File: config.mk
export PLATFORM = sky130hd
export DESIGN_NAME = binary_to_bcd_seq
export DESIGN_NICKNAME = d
export VERILOG_FILES = /design/src/rtl/binary_to_bcd_seq.sv
export SDC_FILE = /design/constraint.sdc
export NUM_CORES = 1
export LEC_CHECK = 0
export CAP_MARGIN = 30
export CORE_ASPECT_RATIO = 1.1
export CORE_MARGIN = 8
export CORE_UTILIZATION = 42
export DETAILED_ROUTE_END_ITERATION = 12
export PLACE_DENSITY = 0.73
export SETUP_SLACK_MARGIN = 0.05
export SLEW_MARGIN = 20
export SYNTH_ARGS = -nofsm -noshare
export SYNTH_HDL_FRONTEND = slang
export SYNTH_SLANG_ARGS = --single-unit
File: constraint.sdc
create_clock -name clk -period 3.95 [get_ports clk]
set_input_delay 0.79 -clock clk [delete_from_list [all_inputs] [get_ports clk]]
set_output_delay 0.79 -clock clk [all_outputs]
set_load 0.03 [all_outputs]
File: src/rtl/binary_to_bcd_seq.sv
// Serial double-dabble binary to packed BCD converter, one input bit per clock.
// Optional leading-zero blanking output enabled by BCD_BLANK_LEADING_ZERO_EN.
module binary_to_bcd_seq #(
    parameter int BIN_W  = 8,
    parameter int DIGITS = 3
) (
    input  logic                  clk,
    input  logic                  reset_n,
    input  logic                  start,
    input  logic [BIN_W-1:0]      bin,
    output logic                  busy,
    output logic                  done,
    output logic [4*DIGITS-1:0]   bcd
`ifdef BCD_BLANK_LEADING_ZERO_EN
    ,
    output logic [DIGITS-1:0]     blank
`endif
);

    localparam int SW = 4 * DIGITS;
    localparam int CW = $clog2(BIN_W + 1);
    localparam logic [CW-1:0] LAST = CW'(BIN_W - 1);

    function automatic longint pow10(input int n);
        longint r;
        r = 1;
        for (int i = 0; i < n; i++) begin
            r = r * 10;
        end
        return r;
    endfunction

    if (BIN_W < 1 || BIN_W > 16) begin : g_bad_width
        $error("binary_to_bcd_seq: BIN_W must be in 1..16");
    end

    if (pow10(DIGITS) <= (longint'(1) << BIN_W) - 1) begin : g_bad_digits
        $error("binary_to_bcd_seq: DIGITS too small for BIN_W");
    end

    typedef enum logic [1:0] {
        S_IDLE,
        S_SHIFT,
        S_DONE
    } state_t;

    state_t          state_q;
    logic [CW-1:0]   cnt_q;
    logic [BIN_W-1:0] shreg_q;
    logic [BIN_W-1:0] shreg_d;
    logic [SW-1:0]   scratch_q;
    logic [SW-1:0]   scratch_d;
    logic [SW-1:0]   adj;
    logic [SW-1:0]   bcd_q;
    logic            busy_q;
    logic            done_q;

    // Add-3 is per digit with no carry, so a 4-bit wrap is intended.
    always_comb begin
        adj = '0;
        for (int i = 0; i < DIGITS; i++) begin
            if (scratch_q[4*i +: 4] >= 4'd5) begin
                adj[4*i +: 4] = scratch_q[4*i +: 4] + 4'd3;
            end else begin
                adj[4*i +: 4] = scratch_q[4*i +: 4];
            end
        end
        scratch_d = {adj[SW-2:0], shreg_q[BIN_W-1]};
        shreg_d   = shreg_q << 1;
    end

`ifdef BCD_BLANK_LEADING_ZERO_EN
    logic [DIGITS-1:0] blank_q;
    logic [DIGITS-1:0] blank_d;
    logic              zacc;

    // Digit 0 never blanks so a zero result still shows one "0".
    always_comb begin
        blank_d = '0;
        zacc    = 1'b1;
        for (int i = DIGITS - 1; i >= 1; i--) begin
            zacc       = zacc & (scratch_d[4*i +: 4] == 4'd0);
            blank_d[i] = zacc;
        end
    end

    assign blank = blank_q;
`endif

    always_ff @(posedge clk or negedge reset_n) begin
        if (!reset_n) begin
            state_q   <= S_IDLE;
            cnt_q     <= '0;
            shreg_q   <= '0;
            scratch_q <= '0;
            bcd_q     <= '0;
            busy_q    <= 1'b0;
            done_q    <= 1'b0;
`ifdef BCD_BLANK_LEADING_ZERO_EN
            blank_q   <= '0;
`endif
        end else begin
            unique case (state_q)
                S_IDLE: begin
                    done_q <= 1'b0;
                    if (start) begin
                        shreg_q   <= bin;
                        scratch_q <= '0;
                        cnt_q     <= '0;
                        busy_q    <= 1'b1;
                        state_q   <= S_SHIFT;
                    end
                end
                S_SHIFT: begin
                    shreg_q   <= shreg_d;
                    scratch_q <= scratch_d;
                    cnt_q     <= cnt_q + CW'(1);
                    if (cnt_q == LAST) begin
                        bcd_q   <= scratch_d;
`ifdef BCD_BLANK_LEADING_ZERO_EN
                        blank_q <= blank_d;
`endif
                        busy_q  <= 1'b0;
                        done_q  <= 1'b1;
                        state_q <= S_DONE;
                    end
                end
                S_DONE: begin
                    done_q  <= 1'b0;
                    state_q <= S_IDLE;
                end
                default: begin
                    busy_q  <= 1'b0;
                    done_q  <= 1'b0;
                    state_q <= S_IDLE;
                end
            endcase
        end
    end

    assign busy = busy_q;
    assign done = done_q;
    assign bcd  = bcd_q;

endmodule

==> results of run 1 <==
cell usage after synthesis (4+ instances only):
library cell   n  area [sq um]
a22o_1        12           105
nand2_1        9          33.8
dfrtp_1       40          1000
inv_1          7          26.3
buf_2          4          20.0
mux2_4         7           105
nor2_1         9          33.8
nand2b_1       4          25.0
ha_1           7          87.6
nor2b_1        9          56.3
a21oi_1       18          90.1
o21ai_0       16          80.1
a22oi_1        7          52.6
final cells by class:
class                           instances  area, sq um  area share [%]
Tap cell                               56         70.1            3.03
Sequential cell                        40         1000            43.3
Timing Repair Buffer                   25          255            11.0
Multi-Input combinational cell        121          871            37.6
Clock buffer                            8         90.1            3.89
Inverter                                7         26.3            1.14
state kept, by name, summed over array words and instances, names as in the netlist:
name	cells
bcd	12
scratch_q	12
shreg_q	8
cnt_q	4
state_q	2
busy	1
done	1
metrics by stage:
step                      hold slack, ns  setup slack [ns]  area [sq um]  utilization, %
after floorplan                    0.467              2.32          1990               -
after global placement             0.488              1.56          2200            47.7
after detailed placement           0.491              1.55          2200            47.7
after CTS                          0.518              1.78          2290            49.6
after global routing               0.333              1.70          2310            50.1
final                              0.336              1.80          2310            50.1
power by group through the flow:
stage	combinational [uW]	sequential [uW]	clock (uW)
6_report	1000	779	279
3_3_place_gp	985	781	0
5_1_grt	1110	812	305
4_1_cts	1020	778	288
3_5_place_dp	1020	784	0
2_1_floorplan	677	861	0
worst max-delay path by stage:
stage,from,to,slack (ns)
floorplan,start,shreg_q[0]$_DFFE_PN0P_,2.32
global placement,start,shreg_q[5]$_DFFE_PN0P_,1.56
detailed placement,start,shreg_q[3]$_DFFE_PN0P_,1.55
CTS,busy$_DFFE_PN0P_,busy,1.78
global route,start,shreg_q[1]$_DFFE_PN0P_,1.70
finish,busy$_DFFE_PN0P_,busy,1.80
logic make-up (layout without fill, tap and decap cells):
group,Yosys count,in the layout,synth area share [%]
AOI/OAI and AO/OA,58,58,18.8
xor gates and xnor gates,3,3,1.32
adders and majority gates,7,7,4.40
buffers and inverters,18,40,6.03
DFF,40,40,50.3
muxes,11,11,7.35
and+or+nand+nor,42,42,11.9
routing by layer:
layer,vias up,track usage (%),routed length [um]
met2,28,19.2,1800
met3,7,4.27,166
met5,-,0,0
met4,0,3.83,51
li1,670,-,-
met1,695,14.7,1820
==> qor.csv, run 1 <==
stage,metric,value,unit
timing,Slew @ Worst Pin,0.709,ns
power,switching share of power,40.2,%
final_layout,"most common cell after layout, fill and taps aside",dfrtp_1,
critical_path,Worst EP arrival,1.36,ns
power,Psw,828,uW
power,Pwr per Cell Area,891,nW/um^2
critical_path,"Cell Chain, Critical Path",clkdlybuf4s50_1,
yosys,synth unique cells,32,
floorplanning,core area,4620,sq um
grt,largest net degree at the start of global routing,41,
critical_path,cell depth of the worst setup path,1,
clocking,Post-CTS Setup Bufs,0,
yosys,synthesized area per cell,11.1,sq um
yosys,top_reg_cell synth,dfrtp_1,
timing,Rel. slew slack,52.7,%
final_layout,nets,218,
critical_path,r2r worst-path depth,3,
clocking,# hold bufs at CTS,0,
detailed_routing,first-pass iteration count of the detailed router,4,
critical_path,Slowest cell on crit path,clkdlybuf4s50_1,
power,Lkg Pwr,0.00103,uW
detailed_routing,routed length per placed instance,14.9,um
detailed_routing,DRT iter0 DRCs,68,
clocking,clk sinks,40,
detailed_routing,DR vias,1400,
critical_path,Worst Setup Path Type,reg -> out,
grt,vias in the first global route,1485,
clocking,CTS Root Buffer Type,clkbuf_8,
power,total design power,2060,uW
yosys,"flops & latches, synth",40,
yosys,sequential cell area fraction in the yosys report,50.3,%
clocking,CTS tree,built,
final_layout,"commonest non-fill, non-tap cells in the layout","dfrtp_1 (40), clkdlybuf4s50_1 (23), a21oi_1 (18)",
power,power share of the sequential group,37.8,%
power,VDD IR max,0.449,mV
detailed_routing,antenna-violating nets left,0,
detailed_routing,final wirelength,3.84,mm
yosys,post-synthesis net count,197,
grt,first-pass GRT wire length,6.71,mm
final_layout,final non-filler cell total,257,
timing,count of final max-slew check failures,0,
yosys,Yosys warnings,0,
final_layout,P&R area growth vs syn,16.1,%
clocking,clk slew on worst S/H paths,0.07,ns
clocking,worst skew pair latency,0.29,ns
critical_path,r2r setup slk,1.89,ns
clocking,htree depth,2,
final_layout,n_diodes,0,
timing,"Hold Violations, Final",0,
critical_path,"Req. time, crit path",3.16,ns
timing,clk_skew,0.00509,ns
floorplanning,Die H,88.2,um
clocking,clock buffer depth,2,
critical_path,Critical Path Source Type,flip-flop,
critical_path,largest stage delay on the critical path,0.69,ns
yosys,post-synthesis instance total,179,
floorplanning,IO Pins,25,
critical_path,Crit Path Max Fanout,3,
floorplanning,initial cell density of the core,43.1,%
yosys,Post-synth EDFFs,0,
yosys,synthesized area,1990,sq um
power,Internal Power,1230,uW
place,placed cell count,248,
detailed_routing,DRC violations left,0,
timing,fin crit share,54.3,%
outcome,status,completed,
min_path,Hold Path Class,in -> async,
timing,Setup TNS,0,ns
critical_path,family with the most delay on the worst path,buffers and inverters,
clocking,CTS Buf Count,5,
critical_path,endpoint class of the critical path,output pin,
grt,gr usage total,12.0,%
run,Max-cap violations,0,
timing,fmax,466,MHz
final_layout,Fill cells,422,
final_layout,layout cells sized above 1,11.4,%
timing,Tmin final,2.15,ns
grt,initial antenna violation count,0,
grt,total grt overflow,0,
detailed_routing,routed vias/inst,5.45,
power,clock power share,13.5,%
floorplanning,DIE AREA,7200,sq um
floorplanning,row cnt,26,
critical_path,crit path buf inv count,1,
yosys,Async SR Flop Fraction,100,%
timing,RSZ-0062 raised after global routing,no,
critical_path,worst reg2reg path startpoint,state_q[0]$_DFFE_PN0P_,
timing,final-report setup violation count,0,
place,IO buf count,24,
floorplanning,Die Wd,81.7,um
critical_path,r2r endpoint,bcd[0]$_DFFE_PN0P_,
place,post-DP HPWL,2.55,mm
clocking,Post-CTS Resized,0,
power,power share of the combinational group,48.7,%
place,routability cong.,0.748,
(Power assumes the default switching activity.)
==> run 2, diff against run 1 <==
==> constraint.sdc (replaced) <==
create_clock -name clk -period 2.25 [get_ports clk]
set_input_delay 0.45 -clock clk [delete_from_list [all_inputs] [get_ports clk]]
set_output_delay 0.45 -clock clk [all_outputs]
set_load 0.03 [all_outputs]
==> qor.csv, run 2 (synthesis results as in run 1) <==
stage,metric,value,unit
place,IO buf count,24,
floorplanning,DIE AREA,7200,sq um
clocking,worst skew pair latency,0.29,ns
floorplanning,core area,4620,sq um
critical_path,r2r endpoint,bcd[0]$_DFFE_PN0P_,
timing,worst hold slack,0.213,ns
grt,gr usage total,11.6,%
outcome,status,completed,
critical_path,worst reg2reg path startpoint,cnt_q[0]$_DFFE_PN0P_,
timing,final-report setup violation count,0,
clocking,CTS Buf Count,5,
timing,count of final max-slew check failures,0,
final_layout,area occupied by multi-input gates,871,sq um
timing,"Hold Violations, Final",0,
clocking,CTS tree,built,
critical_path,family with the most delay on the worst path,buffers and inverters,
critical_path,Crit Path Max Fanout,3,
place,routability cong.,0.740,
final_layout,"most common cell after layout, fill and taps aside",dfrtp_1,
power,VDD IR max,0.584,mV
power,clock power share,13.2,%
critical_path,Slowest cell on crit path,clkdlybuf4s50_1,
min_path,Hold Path Class,in -> async,
critical_path,"Req. time, crit path",1.80,ns
grt,total grt overflow,0,
critical_path,crit path buf inv count,1,
grt,largest net degree at the start of global routing,41,
power,Psw,1460,uW
grt,first-pass GRT wire length,6.61,mm
timing,Slew @ Worst Pin,0.679,ns
final_layout,nets,223,
place,placed cell areas,2250,sq um
clocking,CTS Root Buffer Type,clkbuf_8,
detailed_routing,DRC violations left,0,
grt,initial antenna violation count,0,
final_layout,final core area utilization,50.6,%
detailed_routing,antenna-violating nets left,0,
detailed_routing,routed vias/inst,5.36,
power,Internal Power,2210,uW
floorplanning,Die Wd,81.7,um
clocking,Post-CTS Resized,0,
floorplanning,initial cell density of the core,43.1,%
clocking,Post-CTS Setup Bufs,0,
floorplanning,IO Pins,25,
final_layout,Fill cells,433,
detailed_routing,DRT iter0 DRCs,57,
detailed_routing,routed length per placed instance,14.3,um
power,power share of the combinational group,50.6,%
detailed_routing,DR vias,1404,
place,placed cell count,254,
critical_path,r2r worst-path depth,4,
critical_path,largest stage delay on the critical path,0.69,ns
grt,met2 Use GR,18.3,%
clocking,# hold bufs at CTS,0,
clocking,clk slew on worst S/H paths,0.07,ns
timing,Rel. slew slack,54.7,%
power,power share of the sequential group,36.2,%
grt,Global Route met3 Usage,3.15,%
final_layout,Final Instance Area,2340,sq um
detailed_routing,first-pass iteration count of the detailed router,4,
final_layout,P&R area growth vs syn,17.4,%
timing,fmax,555,MHz
place,post-DP HPWL,2.57,mm
final_layout,final non-filler cell total,262,
power,switching share of power,39.9,%
power,Pwr per Cell Area,1570,nW/um^2
final_layout,register area,1000,sq um
timing,clk_skew,0.00540,ns
timing,RSZ-0062 raised after global routing,no,
critical_path,"Cell Chain, Critical Path",clkdlybuf4s50_1,
timing,Tmin final,1.80,ns
critical_path,cell depth of the worst setup path,1,
critical_path,Worst Setup Path Type,reg -> out,
critical_path,Worst EP arrival,1.35,ns
clocking,clk sinks,40,
power,Lkg Pwr,0.00105,uW
clocking,clock buffer depth,2,
floorplanning,row cnt,26,
critical_path,Worst Setup EP,busy,
critical_path,Critical Path Source Type,flip-flop,
timing,fin crit share,80.1,%
critical_path,CP Launch Point,busy$_DFFE_PN0P_,
run,Max-cap violations,0,
detailed_routing,final wirelength,3.74,mm
final_layout,n_diodes,0,
grt,GRT met1 Usage,14.7,%
floorplanning,Die H,88.2,um
grt,vias in the first global route,1477,
timing,Setup TNS,0,ns
grt,Top Usage Layer GRT,met2,
final_layout,layout cells sized above 1,13.6,%
final_layout,"commonest non-fill, non-tap cells in the layout","dfrtp_1 (40), clkdlybuf4s50_1 (23), a21oi_1 (18)",
critical_path,endpoint class of the critical path,output pin,
clocking,htree depth,2,
critical_path,r2r setup slk,0.60,ns
[run 2: metrics by stage]
| stage | total power, uW | worst slack [ns] |
|---|---|---|
| after floorplan | 2700 | 0.770 |
| after global placement | 3150 | 0.462 |
| after detailed placement | 3220 | 0.417 |
| after CTS | 3710 | 0.428 |
| after global routing | 3940 | 0.407 |
| final | 3670 | 0.447 |
[run 2: area by class of cell]
cell class,instances,area share (%)
repair buffers,30,12.0
flip-flops and latches,40,42.8
well taps,56,3.00
inverters,7,1.12
clock buffers,8,3.85
multi-input cells,121,37.2
[run 2: layer usage]
layer  wire (um)  share of wire [%]
met4          38                1.0
met2        1760                 47
met5           0                  0
met1        1780                 47
met3         167                4.5
[run 2: power by group through the flow]
stage / clock, uW / combinational [uW] / sequential (uW)
after floorplan: 0 / 1190 / 1510
after global placement: 0 / 1820 / 1330
after detailed placement: 0 / 1880 / 1340
after CTS: 497 / 1890 / 1330
after global routing: 522 / 2040 / 1380
final: 485 / 1860 / 1330
[run 2: how the worst min path moves through the flow]
| stage | start | slack (ns) | cells after the start | endpoint |
|---|---|---|---|---|
| detailed placement | done$_DFFE_PN0P_ | 0.49 | 2 | done$_DFFE_PN0P_ |
| CTS | reset_n | 0.23 | 2 | bcd[3]$_DFFE_PN0P_ |
| floorplan | reset_n | 0.15 | 0 | bcd[0]$_DFFE_PN0P_ |
| global placement | scratch_q[9]$_DFFE_PN0P_ | 0.49 | 1 | scratch_q[9]$_DFFE_PN0P_ |
| global route | reset_n | 0.26 | 2 | bcd[3]$_DFFE_PN0P_ |
| finish | reset_n | 0.21 | 2 | bcd[2]$_DFFE_PN0P_ |
==> run 3, diff against run 2 <==
--- a/config.mk
+++ b/config.mk
@@ -10,7 +10,7 @@
 export CORE_MARGIN = 8
 export CORE_UTILIZATION = 42
 export DETAILED_ROUTE_END_ITERATION = 12
-export PLACE_DENSITY = 0.73
+export PLACE_DENSITY = 0.76
 export SETUP_SLACK_MARGIN = 0.05
 export SLEW_MARGIN = 20
 export SYNTH_ARGS = -nofsm -noshare
==> constraint.sdc (replaced) <==
create_clock -name clk -period 1.65 [get_ports clk]
set_input_delay 0.33 -clock clk [delete_from_list [all_inputs] [get_ports clk]]
set_output_delay 0.33 -clock clk [all_outputs]
set_load 0.03 [all_outputs]
==> qor.csv, run 3 (synthesis results as in run 1) <==
stage,metric,value,unit
floorplanning,initial cell density of the core,43.1,%
grt,gr usage total,11.7,%
critical_path,r2r setup slk,0.09,ns
clocking,CTS tree,built,
floorplanning,Die Wd,81.7,um
timing,Slew @ Worst Pin,0.605,ns
clocking,clk sinks,40,
grt,first-pass GRT wire length,6.55,mm
timing,final-report setup violation count,0,
place,placed cell count,257,
timing,RSZ-0062 raised after global routing,no,
floorplanning,row cnt,26,
clocking,clk slew on worst S/H paths,0.08,ns
power,Lkg Pwr,0.00115,uW
critical_path,worst reg2reg path startpoint,cnt_q[0]$_DFFE_PN0P_,
place,IO buf count,24,
clocking,worst skew pair latency,0.29,ns
critical_path,Worst Setup Path Type,reg -> reg,
power,power share of the sequential group,32.9,%
place,Setup WS pre-CTS,-0.109,ns
power,clock power share,19.9,%
detailed_routing,DRT iter0 DRCs,63,
min_path,Hold Path Class,in -> async,
power,VDD IR max,0.796,mV
timing,fin worst setup slack,0.0888,ns
critical_path,endpoint class of the critical path,flip-flop,
power,switching share of power,37.8,%
outcome,status,completed,
timing,"Hold Violations, Final",0,
floorplanning,IO Pins,25,
power,Pwr per Cell Area,2220,nW/um^2
final_layout,nets,230,
final_layout,P&R area growth vs syn,24.9,%
final_layout,layout cells sized above 1,21.1,%
detailed_routing,DR vias,1414,
timing,Tmin final,1.56,ns
grt,total grt overflow,0,
power,power share of the combinational group,47.2,%
final_layout,Final Instance Area,2490,sq um
final_layout,"commonest non-fill, non-tap cells in the layout","dfrtp_1 (39), o21ai_0 (16), a21oi_1 (16)",
place,routability cong.,0.821,
final_layout,n_diodes,0,
critical_path,Critical Path Source Type,flip-flop,
final_layout,"most common cell after layout, fill and taps aside",dfrtp_1,
final_layout,final non-filler cell total,269,
detailed_routing,antenna-violating nets left,0,
detailed_routing,final wirelength,3.97,mm
timing,fin crit share,94.6,%
clocking,CTS Root Buffer Type,clkbuf_8,
floorplanning,Die H,88.2,um
clocking,htree depth,2,
place,placed cell areas,2280,sq um
timing,worst hold slack,0.0384,ns
grt,vias in the first global route,1409,
detailed_routing,DRC violations left,0,
timing,fmax,641,MHz
critical_path,Crit Path Max Fanout,5,
place,post-DP HPWL,2.72,mm
floorplanning,DIE AREA,7200,sq um
grt,initial antenna violation count,0,
run,Max-cap violations,0,
detailed_routing,routed length per placed instance,14.8,um
floorplanning,core area,4620,sq um
timing,count of final max-slew check failures,0,
clocking,clock buffer depth,2,
critical_path,r2r endpoint,bcd[6]$_DFFE_PN0P_,
detailed_routing,routed vias/inst,5.26,
grt,largest net degree at the start of global routing,29,
critical_path,Worst EP arrival,1.74,ns
power,Internal Power,3430,uW
clocking,# hold bufs at CTS,0,
detailed_routing,first-pass iteration count of the detailed router,4,
critical_path,r2r worst-path depth,4,
clocking,CTS Buf Count,5,
timing,Rel. slew slack,59.7,%
power,Psw,2080,uW
critical_path,"Req. time, crit path",1.83,ns
power,total design power,5520,uW
timing,clk_skew,0.00702,ns
-- run 3: cell types whose count changed in the layout (fill, tap and decap cells not counted), sizes merged --
cell / previous run / this run
dlygate4sd2: 0 / 14
and2: 1 / 2
clkbuf: 8 / 5
bufinv: 0 / 3
buf: 7 / 13
clkdlybuf4s50: 23 / 9
-- run 3: layout make-up --
| cell class | count | area [sq um] |
|---|---|---|
| clock inverter | 3 | 90.1 |
| tap | 56 | 70.1 |
| timing repair buffer | 36 | 320 |
| fill | 406 | 2130 |
| sequential | 40 | 1000 |
| clock buffer | 5 | 68.8 |
| multi-input combinational | 122 | 910 |
| inverter | 7 | 26.3 |
-- run 3: per-stage QoR --
stage | utilization (%) | setup TNS (ns)
2_1_floorplan | - | 0
3_3_place_gp | 49.4 | -0.0871
3_5_place_dp | 49.4 | -0.444
4_1_cts | 52.9 | 0
5_1_grt | 53.8 | 0
6_report | 53.8 | 0
-- run 3: timing repair --
item / 4_1_cts / 5_1_grt
gates resized for setup: 15 / 8
setup endpoints to repair: 20 / 20
hold endpoints to repair: 0 / 0
cloned: 0 / 1
pin swaps: 1 / 2
setup buffers: 2 / 1
-- run 3: critical path: stages, from the launching register on --
cell	delay [ns]
dfrtp_1	0.41
ha_1	0.23
and3b_2	0.26
and2_2	0.24
mux2_4	0.30
-- run 3: worst max-delay path by stage --
| stage | startpoint | to | slack (ns) | depth (start not counted) |
|---|---|---|---|---|
| 4_1_cts | scratch_q[4]$_DFFE_PN0P_ | bcd[6]$_DFFE_PN0P_ | 0.07 | 5 |
| 2_1_floorplan | cnt_q[0]$_DFFE_PN0P_ | bcd[0]$_DFFE_PN0P_ | 0.17 | 5 |
| 3_5_place_dp | start | shreg_q[3]$_DFFE_PN0P_ | -0.11 | 4 |
| 6_report | cnt_q[0]$_DFFE_PN0P_ | bcd[6]$_DFFE_PN0P_ | 0.09 | 4 |
| 3_3_place_gp | start | shreg_q[5]$_DFFE_PN0P_ | -0.02 | 4 |
| 5_1_grt | cnt_q[0]$_DFFE_PN0P_ | bcd[4]$_DFFE_PN0P_ | 0.05 | 6 |
-- run 3: power groups by stage --
| stage | clock network, uW | logic (uW) | registers, uW |
|---|---|---|---|
| 2_1_floorplan | 0 | 1620 | 2060 |
| 3_3_place_gp | 0 | 2540 | 1800 |
| 3_5_place_dp | 0 | 2620 | 1810 |
| 4_1_cts | 1110 | 2520 | 1810 |
| 5_1_grt | 1170 | 2870 | 1890 |
| 6_report | 1100 | 2600 | 1820 |
-- run 3: per-layer routing --
metal  vias up  share of wire (%)  GRT usage (%)
li1        696                  -              -
met1       686                 48           15.0
met2        30                 47           17.8
met3         2                5.4           4.78
met4         0               0.30           3.35
met5         -                  0              0
